File: config.mk
export PLATFORM = sky130hd
export DESIGN_NAME = pc_fetch_unit
export DESIGN_NICKNAME = d
export VERILOG_FILES = /design/src/rtl/mips_pkg.sv /design/src/rtl/adder_32_bit.sv /design/src/rtl/pc_fetch_unit.sv
export SDC_FILE = /design/constraint.sdc
export NUM_CORES = 1
export LEC_CHECK = 0
export ABC_AREA = 1
export BUFFER_PORTS_ARGS = -buffer_cell sky130_fd_sc_hd__buf_2
export CORE_MARGIN = 4
export CORE_UTILIZATION = 50
export CTS_BUF_LIST = sky130_fd_sc_hd__clkbuf_16
export DETAILED_ROUTE_END_ITERATION = 7
export PLACE_DENSITY = 0.81
export SETUP_SLACK_MARGIN = 0.1
export SYNTH_ARGS = -nofsm -noshare
export SYNTH_HDL_FRONTEND = slang
export SYNTH_SLANG_ARGS = --single-unit
File: constraint.sdc
create_clock -name clk -period 4 [get_ports clk]
set_input_delay 1.2 -clock clk [delete_from_list [all_inputs] [get_ports clk]]
set_output_delay 1.2 -clock clk [all_outputs]
set_load 0.05 [all_outputs]
File: src/rtl/mips_pkg.sv
// Shared MIPS datapath definitions: fetch FSM encodings, PC increment and reset vector.
package mips_pkg;

   typedef enum logic [1:0] {
      S_RESET  = 2'd0,
      S_RUN    = 2'd1,
      S_BUBBLE = 2'd2
   } fetch_state_e;

   localparam logic [31:0] PC_INCR          = 32'd4;
   localparam logic [31:0] DEFAULT_RESET_PC = 32'h0000_0000;

   // Redirect targets are forced onto a word boundary rather than trapped.
   function automatic logic [31:0] word_align(input logic [31:0] addr);
      return {addr[31:2], 2'b00};
   endfunction

endpackage

File: src/rtl/adder_32_bit.sv
// Plain 32-bit modulo adder shared by the datapath.
module adder_32_bit (
   input  logic [31:0] a,
   input  logic [31:0] b,
   output logic [31:0] c
);

   assign c = a + b;

endmodule

File: src/rtl/pc_fetch_unit.sv
// Instruction-fetch front end: PC register, next-PC select and a one-cycle
// bubble after every redirect so decode never sees the stale sequential fetch.
module pc_fetch_unit
   import mips_pkg::*;
#(
   parameter logic [31:0] RESET_PC = DEFAULT_RESET_PC
) (
   input  logic        clk,
   input  logic        rst,
   input  logic        stall,
   input  logic        branch_taken,
   input  logic [31:0] branch_target,
   input  logic        jump,
   input  logic [31:0] jump_target,
   output logic [31:0] pc,
   output logic [31:0] pc_plus4,
   output logic        if_valid,
   output logic        misaligned,
   output logic [31:0] fetch_count
);

   fetch_state_e state_q, state_d;
   logic [31:0]  pc_q, pc_d;
   logic [31:0]  count_q, count_d;
   logic         misaligned_q, misaligned_d;
   logic         redirect;
   logic [31:0]  target;

   adder_32_bit u_pc_adder (
      .a (pc_q),
      .b (PC_INCR),
      .c (pc_plus4)
   );

   // Jump outranks branch when both fire in the same cycle.
   assign redirect = jump | branch_taken;
   assign target   = jump ? jump_target : branch_target;

   // NOTE: every always_comb output gets a default first so no path leaves a latch.
   always_comb begin
      state_d      = state_q;
      pc_d         = pc_q;
      count_d      = count_q;
      misaligned_d = 1'b0;
      unique case (state_q)
         S_RESET: state_d = S_RUN;
         S_RUN, S_BUBBLE: begin
            if (redirect) begin
               pc_d         = word_align(target);
               misaligned_d = |target[1:0];
               state_d      = S_BUBBLE;
            end else if (!stall) begin
               if (state_q == S_RUN) begin
                  pc_d    = pc_plus4;
                  count_d = count_q + 32'd1;
               end else begin
                  state_d = S_RUN;
               end
            end
         end
         default: state_d = S_RESET;
      endcase
   end

   // NOTE: registers use non-blocking assignments so all state updates land together.
   always_ff @(posedge clk) begin
      if (rst) begin
         state_q      <= S_RESET;
         pc_q         <= RESET_PC;
         count_q      <= '0;
         misaligned_q <= 1'b0;
      end else begin
         state_q      <= state_d;
         pc_q         <= pc_d;
         count_q      <= count_d;
         misaligned_q <= misaligned_d;
      end
   end

   assign pc          = pc_q;
   assign if_valid    = (state_q == S_RUN);
   assign misaligned  = misaligned_q;
   assign fetch_count = count_q;

endmodule

# Word-level counts from Yosys, hierarchy flattened
# Cells that the tools add are included.
dict set report op_classes {
  n_reduce_logical 8
  eq_ne 5
  n_addsub 2
  mux 8
  bitwise 4
}
# cell count
set op_table {}
lappend op_table {{$mux 32} 4}
lappend op_table {{$add 32x1->32 const B} 1}
lappend op_table {{$add 32x3->32 const B} 1}
lappend op_table {{$mux 2} 3}
lappend op_table {{$ne 3x3->1 const B} 2}
lappend op_table {{$pmux 2 s2} 1}
lappend op_table {{$reduce_and 4->1} 1}
lappend op_table {{$reduce_or 2->1} 2}
lappend op_table {{$not 1->1} 3}
lappend op_table {{$reduce_and 3->1} 1}
lappend op_table {{$reduce_or 3->1} 1}
lappend op_table {{$eq 2x1->1 const B} 1}
lappend op_table {{$eq 2x2->1 const B} 1}
lappend op_table {{$logic_not 2->1} 1}
lappend op_table {{$ne 2x1->1 const B} 1}
lappend op_table {{$reduce_and 2->1} 1}
lappend op_table {{$reduce_bool 2->1} 1}
lappend op_table {{$or 1x1->1} 1}
dict set report word_totals {
  word_cells 31
  input_bits 69
  register_bits 67
  out_inout_bits 98
}

# Logic depth before layout (Yosys ltp)
# Gate-level depths: netlist of run 1.
dict set report depth {
  depth_word 5
  ltp_mapped 11
  mapped_depth_nobuf 10
}

# Hierarchy
# From an unflattened synthesis of run 1, not the netlist that was laid out.
dict set report unflattened {
  hier_cells 981
  hier_area_um2 5931.9
}
# module cells_each instances seq_area_each_um2 area_each_um2
set modules_own_cells {}
lappend modules_own_cells {pc_fetch_unit 487 1 1341.3 3547.2}
lappend modules_own_cells {adder_32_bit 494 1 0.0 2384.8}

# Least setup slack after synthesis of run 1
# Ideal clock, no wire load.
dict set report synth_timing {
  path_kind {register to output}
  start {reg pc_q[2] (netlist: pc[2])}
  end {out pc_plus4[12]}
  path_stages_with_launch 7
  t_required_ns 2.800
  slack_ns 0.569
  t_arrival_ns 2.231
  path_cell_list {dfxtp_1 -> ha_1 -> nand2_1 -> nor2_1 -> nand2_1 -> nor2_2 -> xor2_1}
}
dict set report synth_between {
  elab_chain_cells 1
}
# element line_no
set synth_rtl {}
lappend synth_rtl {{start, declared} pc_fetch_unit.sv:23} ;# logic [31:0] pc_q, pc_d;
lappend synth_rtl {{start signal, assigned} pc_fetch_unit.sv:74} ;# pc_q <= pc_d;
lappend synth_rtl {{$add 32x3->32} adder_32_bit.sv:8} ;# assign c = a + b;
lappend synth_rtl {{end, declared} pc_fetch_unit.sv:16} ;# output logic [31:0] pc_plus4,
# Every way passes these cells.

# Final worst setup path of run 1
dict set report layout_timing {
  start {reg pc_q[3] (netlist: pc[3])}
  end {out pc_plus4[26]}
}
# Same word-level chain as after synthesis.

==> out/qor.csv, run 1 <==
metric,value,unit
pin count of the biggest net entering global routing,43,
multiplexer share of the synthesized area,0,%
Detailed Routing Iterations Pass 1,5,
Final Critical Period,3530,ps
number of synthesized flops with an enable pin,0,
Synth Flop Type,dfxtp_1,
pwr/cell area,697,nW/um2
CP Class,register to output pin,
fin util,65.4,%
max_slew headroom,57.0,%
CTS tree,yes,
largest family of logic cells by synthesized area,simple AND/OR/NAND/NOR gates,
wire length per cell,14.2,um
Routed Wire Length,14.5,mm
Synth Area in Adders,1.64,%
hpwl dp,10.7,mm
final setup fails,0,
Syn-to-layout area delta,25.6,%
Yosys cell types,45,
initial DRC count,347,
clock sinks,65,
cts bufs inserted,9,
initial antenna violation count,0,
Compound-Gate Fraction of Synth Area,13.6,%
Max Fclk,283,MHz
yosys warns,0,
status,finished clean,
Synth Cell Area,4590,um2
Initial Util,52.1,%
port bufs,162,
Net Sw Frac,53.0,%
skew final,9.67,ps
P_int,1880,uW
Clock power frac,22.7,%
Final Hold Fails,0,
Avg Synthesized Cell Area,6.05,um2
HP Class,register to register,
worst hold slack,482,ps
XOR/XNOR Fraction of Synth Area,3.06,%
Simple-Gate Fraction of Synth Area,44.0,%
Critical Path AT,2330,ps
residual DRC count,0,
GRT overflow,0,
Max Cap Violations,0,
antenna cells,0,
NetSw,2130,uW
Comb pwr share,51.6,%
total routing usage reported by global routing,26.8,%
hold_buf cts,0,
Die Width,104,um
Vias/cell,5.35,
post-CTS setup buffer count,0,
leakage power,0.00269,uW
VDD IR max,532,uV
H-tree levels,3,
"commonest non-fill, non-tap cells in the layout","187 x nand2_1, 162 x buf_2, 141 x nor2_1",
clk buf depth,2,
pre-CTS worst setup slack,862,ps
"FFs w/ async S/R, synth",0,%
boundary pin count,167,
Critical Path RT,2800,ps
post-synthesis register bit count,65,
CP Capture Type,output pin,
Tot Pwr,4010,uW
first-pass GRT wire length,24.5,mm
Core Box Area,8810,um2
CP max FO,6,
CP Launch Type,register,
DRT antenna net count,0,
Final Slew Violations,0,
Root Driver,clkbuf_16,
final worst setup slack,470,ps
Final GP Congestion,0.941,
cts repair resizes,0,
Mapped Cells,758,
"commonest non-fill, non-tap cell in the layout",nand2_1,
sequential power share,25.6,%
num rows,34,
nets,983,
post-synthesis sequential area ratio,28.4,%
die height,104,um
worst skew pair latency,330,ps
"Reg clk slew, reported paths",60,ps
Vias,5462,
unrepaired setup endpoints after global routing,false,
setup_tns,0,ps
Worst Tran Pin Value,645,ps
layout cells sized above 1,23.9,%
final worst path period share,88.2,%
die footprint,10800,um2
vias in the first global route,4994,
[power groups by stage]
stage	clock [uW]	sequential, uW	combinational [uW]
finish	913	1030	2070
global placement	0	1030	2060
CTS	923	1020	2080
global route	952	1050	2200
detailed placement	0	1030	2070
floorplan	0	1460	1160
[through the flow]
stage | instances | area [um2]
6_report | 1021 | 5760
5_1_grt | 1021 | 5760
4_1_cts | 1021 | 5760
3_5_place_dp | 1005 | 5420
3_3_place_gp | 1005 | 5420
2_1_floorplan | 761 | 4600
[critical path, cell delays in order (launching register included)]
cell and delay [ps]:
dfxtp_1 410, ha_1 240, nand2_1 70, nor2_1 140, nand2_1 190, nor2_1 390
nand2_1 100, nand2_1 80, and2_1 120, buf_2 260
[synth_stat cells (2+ instances only)]
cell type	number	area [um2]
a21oi_1	43	215
a31oi_1	3	18.8
and2_1	11	68.8
buf_1	2	7.51
buf_2	4	20.0
buf_4	6	45.0
buf_6	2	22.5
clkbuf_1	16	60.1
dfxtp_1	65	1300
ha_1	6	75.1
inv_1	65	244
inv_2	5	18.8
nand2_1	187	702
nand2_2	2	12.5
nand3_1	59	295
nand3b_1	7	52.6
nand4_1	7	43.8
nor2_1	141	529
nor2_2	9	56.3
nor2_4	3	33.8
nor3_1	12	60.1
nor3b_1	2	15.0
nor4_1	3	18.8
o211ai_1	8	60.1
o21ai_0	35	175
o21ai_1	7	35.0
o21bai_1	6	45.0
or2_2	11	68.8
xnor2_1	6	52.6
xor2_1	10	87.6
[final timing paths]
path	start	endpoint	slack (ps)	cells past startpoint
setup reg to reg	pc[3]	pc[18]	2070	10
hold reg to reg	state_q[1]	state_q[1]	480	2
setup / recovery	pc[3]	pc_plus4[26]	470	9
hold / removal	state_q[1]	state_q[1]	480	2
[area by class of cell]
type	count	area (um2)
clock buffer	9	225
clock inverter	7	118
fill	878	3050
inverter	71	269
multi-input combinational	595	2870
sequential	65	1300
tap	108	135
timing repair buffer	166	841
[sequential cells by signal (all words and copies together) (netlist names)]
name	flops
fetch_count	32
pc	30
state_q	2
misaligned	1
[cells by family (layout without fill, tap and decap cells)]
kind of cell / after synthesis / after routing
and+or+nand+nor: 459 / 459
AOI/OAI and AO/OA: 110 / 110
buffers and inverters: 101 / 253
DFF: 65 / 65
xor gates and xnor gates: 16 / 16
adders and majority gates: 6 / 6
other: 1 / 4
[per-layer routing]
| layer | vias to the layer above | wire length (um) | GRT usage (%) |
|---|---|---|---|
| met5 | - | 0 | 0 |
| met4 | 0 | 223 | 7.98 |
| met3 | 17 | 1260 | 3.86 |
| met2 | 247 | 6610 | 43.6 |
| met1 | 2460 | 6440 | 37.0 |
| li1 | 2738 | - | - |
Note: power is estimated with default switching activity, not from simulation.
==> run 2, diff against run 1 <==
Settings changed: PLACE_DENSITY 0.81 to 0.77, SYNTH_HIERARCHICAL from default to 1.
Clock period 4 ns to 3.82 ns, I/O delays scaled along.
==> out/qor.csv, run 2 <==
metric,value,unit
status,finished clean,
Detailed Routing Iterations Pass 1,6,
Critical R2R Launch,pc[5],
cts repair resizes,0,
skew final,8.15,ps
Synth Cell Area,5930,um2
Max Fclk,297,MHz
Synth top area share,22.6,%
hold path depth,2,
residual DRC count,0,
GR Util met2,44.1,%
Synth Flop Type,dfxtp_1,
Final Critical Period,3370,ps
DRT antenna net count,0,
Mapped Cells,981,
Initial Util,51.5,%
Syn-to-layout area delta,23.2,%
num rows,39,
GRT overflow,0,
top-count cell post-synth,nand2_1,
cts bufs inserted,9,
Setup crit start,pc[24],
CP Capture Type,output pin,
unrepaired setup endpoints after global routing,false,
vias in the first global route,6109,
boundary pin count,167,
final setup fails,0,
Critical Path RT,2670,ps
hold_buf cts,0,
Tot Pwr,5550,uW
post-synthesis register bit count,67,
final worst path period share,88.1,%
nets,1276,
Routed Wire Length,17.8,mm
Die Width,117,um
wire length per cell,13.5,um
first-pass GRT wire length,28.6,mm
yosys warns,6,
Core Box Area,11500,um2
Critical Path AT,2220,ps
Crit path top cell by count,nand2_1,
GRT busiest layer,met2,
Yosys cell types,44,
Final GP Congestion,0.971,
total routing usage reported by global routing,26.1,%
"FFs w/ async S/R, synth",0,%
H-tree levels,3,
Area contributors post-synth,"dfxtp_1 23%, nand2_1 19%, inv_1 9.7%",
HP Class,register to register,
Final Slew Violations,0,
Hold Crit Start,pc[0],
CP max FO,5,
"commonest non-fill, non-tap cells in the layout","293 x nand2_1, 166 x buf_2, 153 x inv_1",
pin count of the biggest net entering global routing,43,
"Reg clk slew, reported paths",60,ps
worst skew pair latency,350,ps
initial DRC count,509,
hpwl dp,14.0,mm
clk buf depth,2,
antenna cells,0,
leakage power,0.00401,uW
met1 Usage GRT,33.1,%
VDD IR max,676,uV
Root Driver,clkbuf_16,
post-synthesis sequential area ratio,22.6,%
Max Cap Violations,0,
initial antenna violation count,0,
Final Hold Fails,0,
pwr/cell area,760,nW/um2
number of synthesized flops with an enable pin,0,
CP Class,register to output pin,
Vias,6756,
setup_tns,0,ps
"commonest non-fill, non-tap cell in the layout",nand2_1,
worst path cell trace,ha_1 -> nand2_1 -> nor2_1 -> nand2_1 -> nor2_1 -> nand2_1 -> nand2_1 -> nand2_1 -> nand2_1 -> buf_2,
Vias/cell,5.12,
slowest CP cell,dfxtp_1,
die height,117,um
number of fillers in the final layout,1130,
post-synth top area cell,dfxtp_1,
Avg Synthesized Cell Area,6.05,um2
post-CTS setup buffer count,0,
layout cells sized above 1,20.2,%
clock sinks,67,
critical path's largest stage delay,360,ps
R2R cell count,14,
top cell types by occurrence after synthesis,"293 x nand2_1, 153 x inv_1, 96 x nor2_1",
CTS tree,yes,
met3 GRT Util,6.22,%
port bufs,166,
die footprint,13700,um2
CP Launch Type,register,
==> run 2: changes by cell type after synthesis, sizes merged, moves of 6 or more <==
| cell | change |
|---|---|
| ha | +29 |
| nand2 | +120 |
| nor2 | -45 |
| o211ai | -8 |
| buf | -8 |
| or2 | -11 |
| a21oi | +26 |
| inv | +87 |
| xor2 | +6 |
| and2 | -10 |
| o21bai | +28 |
| nand3 | -8 |
| nand3b | -7 |
| o22ai | +29 |
==> run 2: critical path, delay by kind of cell (launching register included) <==
family / cells / cell delay (ps)
AND/OR/NAND/NOR: 8 / 970
flip-flops: 1 / 360
buffers and inverters: 1 / 290
adder cells (fa/ha/maj): 1 / 250
==> run 2: kinds of logic (layout without fill, tap and decap cells) <==
| group | after synthesis | in the layout | synth area share [%] |
|---|---|---|---|
| AND/OR/NAND/NOR | 497 | 497 | 37.1 |
| AO/OA/AOI/OAI | 180 | 180 | 17.7 |
| buffers and inverters | 180 | 344 | 12.0 |
| flip-flops | 67 | 67 | 22.6 |
| adder cells (fa/ha/maj) | 36 | 36 | 7.72 |
| XOR/XNOR | 19 | 19 | 2.81 |
| other | 2 | 33 | 0.127 |
==> run 2: final cells by class <==
cell class / instances / area [um2] / area share [%]
tap: 143 / 179 / 2.45
timing repair buffer: 170 / 873 / 11.9
sequential: 67 / 1340 / 18.3
clock buffer: 9 / 225 / 3.08
inverter: 158 / 596 / 8.15
clock inverter: 7 / 98.8 / 1.35
multi-input combinational: 765 / 4000 / 54.7
==> run 2: layer usage <==
| metal | part of all wire, % | vias to the layer above |
|---|---|---|
| met5 | 0 | - |
| met2 | 47 | 248 |
| li1 | - | 3483 |
| met3 | 7.0 | 34 |
| met4 | 2.1 | 0 |
| met1 | 44 | 2991 |
==> run 2: per-stage QoR <==
stage | util, % | setup WS, ps | hold slack [ps] | instance area [um2] | cells
6_report | 63.5 | 454 | 491 | 7310 | 1319
5_1_grt | 63.5 | 291 | 505 | 7310 | 1319
4_1_cts | 63.5 | 454 | 488 | 7310 | 1319
3_5_place_dp | 60.7 | 820 | 481 | 6990 | 1303
3_3_place_gp | 60.7 | 845 | 471 | 6990 | 1303
2_1_floorplan | - | 345 | 477 | 6050 | 1012
==> run 2: final timing paths <==
| kind | slack, ps | endpoint |
|---|---|---|
| setup reg to reg | 1690 | pc[26] |
| hold reg to reg | 490 | pc[0] |
| hold / removal | 490 | pc[0] |
| setup / recovery | 450 | pc_plus4[29] |
==> run 2: where the power goes <==
part / switching, uW / internal (uW) / leakage (uW)
Clock: 349 / 576 / 0.000158
Sequential: 104 / 836 / 0.000547
Combinational: 2760 / 930 / 0.00330
==> run 3, diff against run 2 <==
Settings changed: BUFFER_PORTS_ARGS -buffer_cell sky130_fd_sc_hd__buf_2 to default, DONT_BUFFER_PORTS from default to 1, PLACE_DENSITY 0.77 to default.
==> out/qor.csv, run 3 (synthesis gave the netlist of run 2 again) <==
metric,value,unit
VDD IR max,558,uV
wire length per cell,14.8,um
pre-CTS worst setup slack,724,ps
DRT antenna net count,0,
area occupied by multi-input gates,4000,um2
Final Hold Fails,0,
Finished Layout Cells,1196,
die footprint,13700,um2
worst hold slack,532,ps
"commonest non-fill, non-tap cells in the layout","293 x nand2_1, 155 x inv_1, 96 x nor2_1",
"commonest non-fill, non-tap cell in the layout",nand2_1,
GRT overflow,0,
FF+latch area,1340,um2
leakage power,0.00346,uW
fin util,58.6,%
CP Capture Type,output pin,
Vias,6292,
hold_buf cts,0,
final worst path period share,91.9,%
unrepaired setup endpoints after global routing,false,
clk buf depth,2,
P_int,2290,uW
cts repair resizes,0,
Max Fclk,285,MHz
Max Cap Violations,0,
Net Sw Frac,57.9,%
HP Class,register to register,
Detailed Routing Iterations Pass 1,5,
"CP delay by family, top",simple AND/OR/NAND/NOR gates,
Initial Util,51.5,%
worst path bufs/invs,2,
Root Driver,clkbuf_16,
total routing usage reported by global routing,26.0,%
post-CTS setup buffer count,0,
layout cells sized above 1,10.5,%
CP max FO,4,
Syn-to-layout area delta,13.8,%
status,finished clean,
H-tree levels,3,
max_slew headroom,45.2,%
Final Critical Period,3510,ps
nets,1153,
Worst Tran Pin Value,821,ps
initial DRC count,426,
final worst setup slack,310,ps
Clock power frac,15.0,%
"Reg clk slew, reported paths",50,ps
antenna cells,0,
cts bufs inserted,9,
residual DRC count,0,
CTS tree,yes,
Comb pwr share,67.9,%
clock sinks,67,
die height,117,um
Crit path top cell by count,nand2_1,
port bufs,0,
Die Width,117,um
hpwl dp,14.1,mm
Final GP Congestion,0.990,
Routed Wire Length,17.7,mm
Placed Cells,1180,
NetSw,3160,uW
Final Slew Violations,0,
Critical Path AT,2360,ps
num rows,39,
CP Launch Type,register,
setup_tns,0,ps
final setup fails,0,
Core Box Area,11500,um2
pin count of the biggest net entering global routing,62,
CP Class,register to output pin,
boundary pin count,167,
first-pass GRT wire length,28.2,mm
worst skew pair latency,340,ps
worst path cell trace,buf_4 -> ha_1 -> nand2_1 -> inv_1 -> nand2_1 -> nor3_2 -> nand3_1 -> nand3_1 -> nand2_1 -> nand2_1,
Vias/cell,5.26,
initial antenna violation count,0,
number of fillers in the final layout,1185,
critical path's largest stage delay,390,ps
vias in the first global route,5934,
slowest CP cell,nand2_1,
Critical Path RT,2670,ps
skew final,5.24,ps
pwr/cell area,807,nW/um2
sequential power share,17.2,%
run 3: final timing paths:
kind	to	cells past startpoint	start	slack, ps
worst min register to register	state_q[1]	1	state_q[1]	530
worst min-delay path	state_q[1]	1	state_q[1]	530
worst max-delay path	pc_plus4[24]	10	pc[12]	310
worst max register to register	pc[24]	13	pc[12]	1220
run 3: layout make-up:
type | count | share of cell area (%)
Clock buffer | 9 | 3.34
Sequential cell | 67 | 19.9
Tap cell | 143 | 2.65
Multi-Input combinational cell | 765 | 59.2
Clock inverter | 7 | 0.908
Timing Repair Buffer | 47 | 5.23
Inverter | 158 | 8.82
run 3: layer usage:
layer | part of all wire, % | vias up | wire length [um] | global-route usage [%]
met5 | 0 | - | 0 | 0
met4 | 2.1 | 0 | 366 | 9.40
met3 | 7.0 | 20 | 1250 | 5.66
met2 | 45 | 202 | 8030 | 42.3
met1 | 46 | 2841 | 8060 | 34.1
li1 | - | 3229 | - | -
run 3: power by group through the flow:
stage	combinational, uW	clock (uW)	sequential (uW)
2_1_floorplan	2420	0	1380
3_3_place_gp	3550	0	946
3_5_place_dp	3580	0	949
4_1_cts	3590	840	936
5_1_grt	3990	881	951
6_report	3700	815	935
run 3: stage by stage:
step,instance area (um2),power (uW)
CTS,6750,5370
global route,6750,5820
global placement,6460,4490
floorplan,6050,3800
finish,6750,5450
detailed placement,6460,4530
run 3: worst reg2reg max path: stages, from the launching register on:
cell and delay (ps):
dfxtp_1 300, buf_4 200, ha_1 250, nand2_1 70, inv_1 90, nand2_1 150
nor3_2 270, nand3_1 150, nand3_1 110, nand2_1 50, nand2_1 390, o22ai_1 180
o21bai_1 190, a21oi_1 130
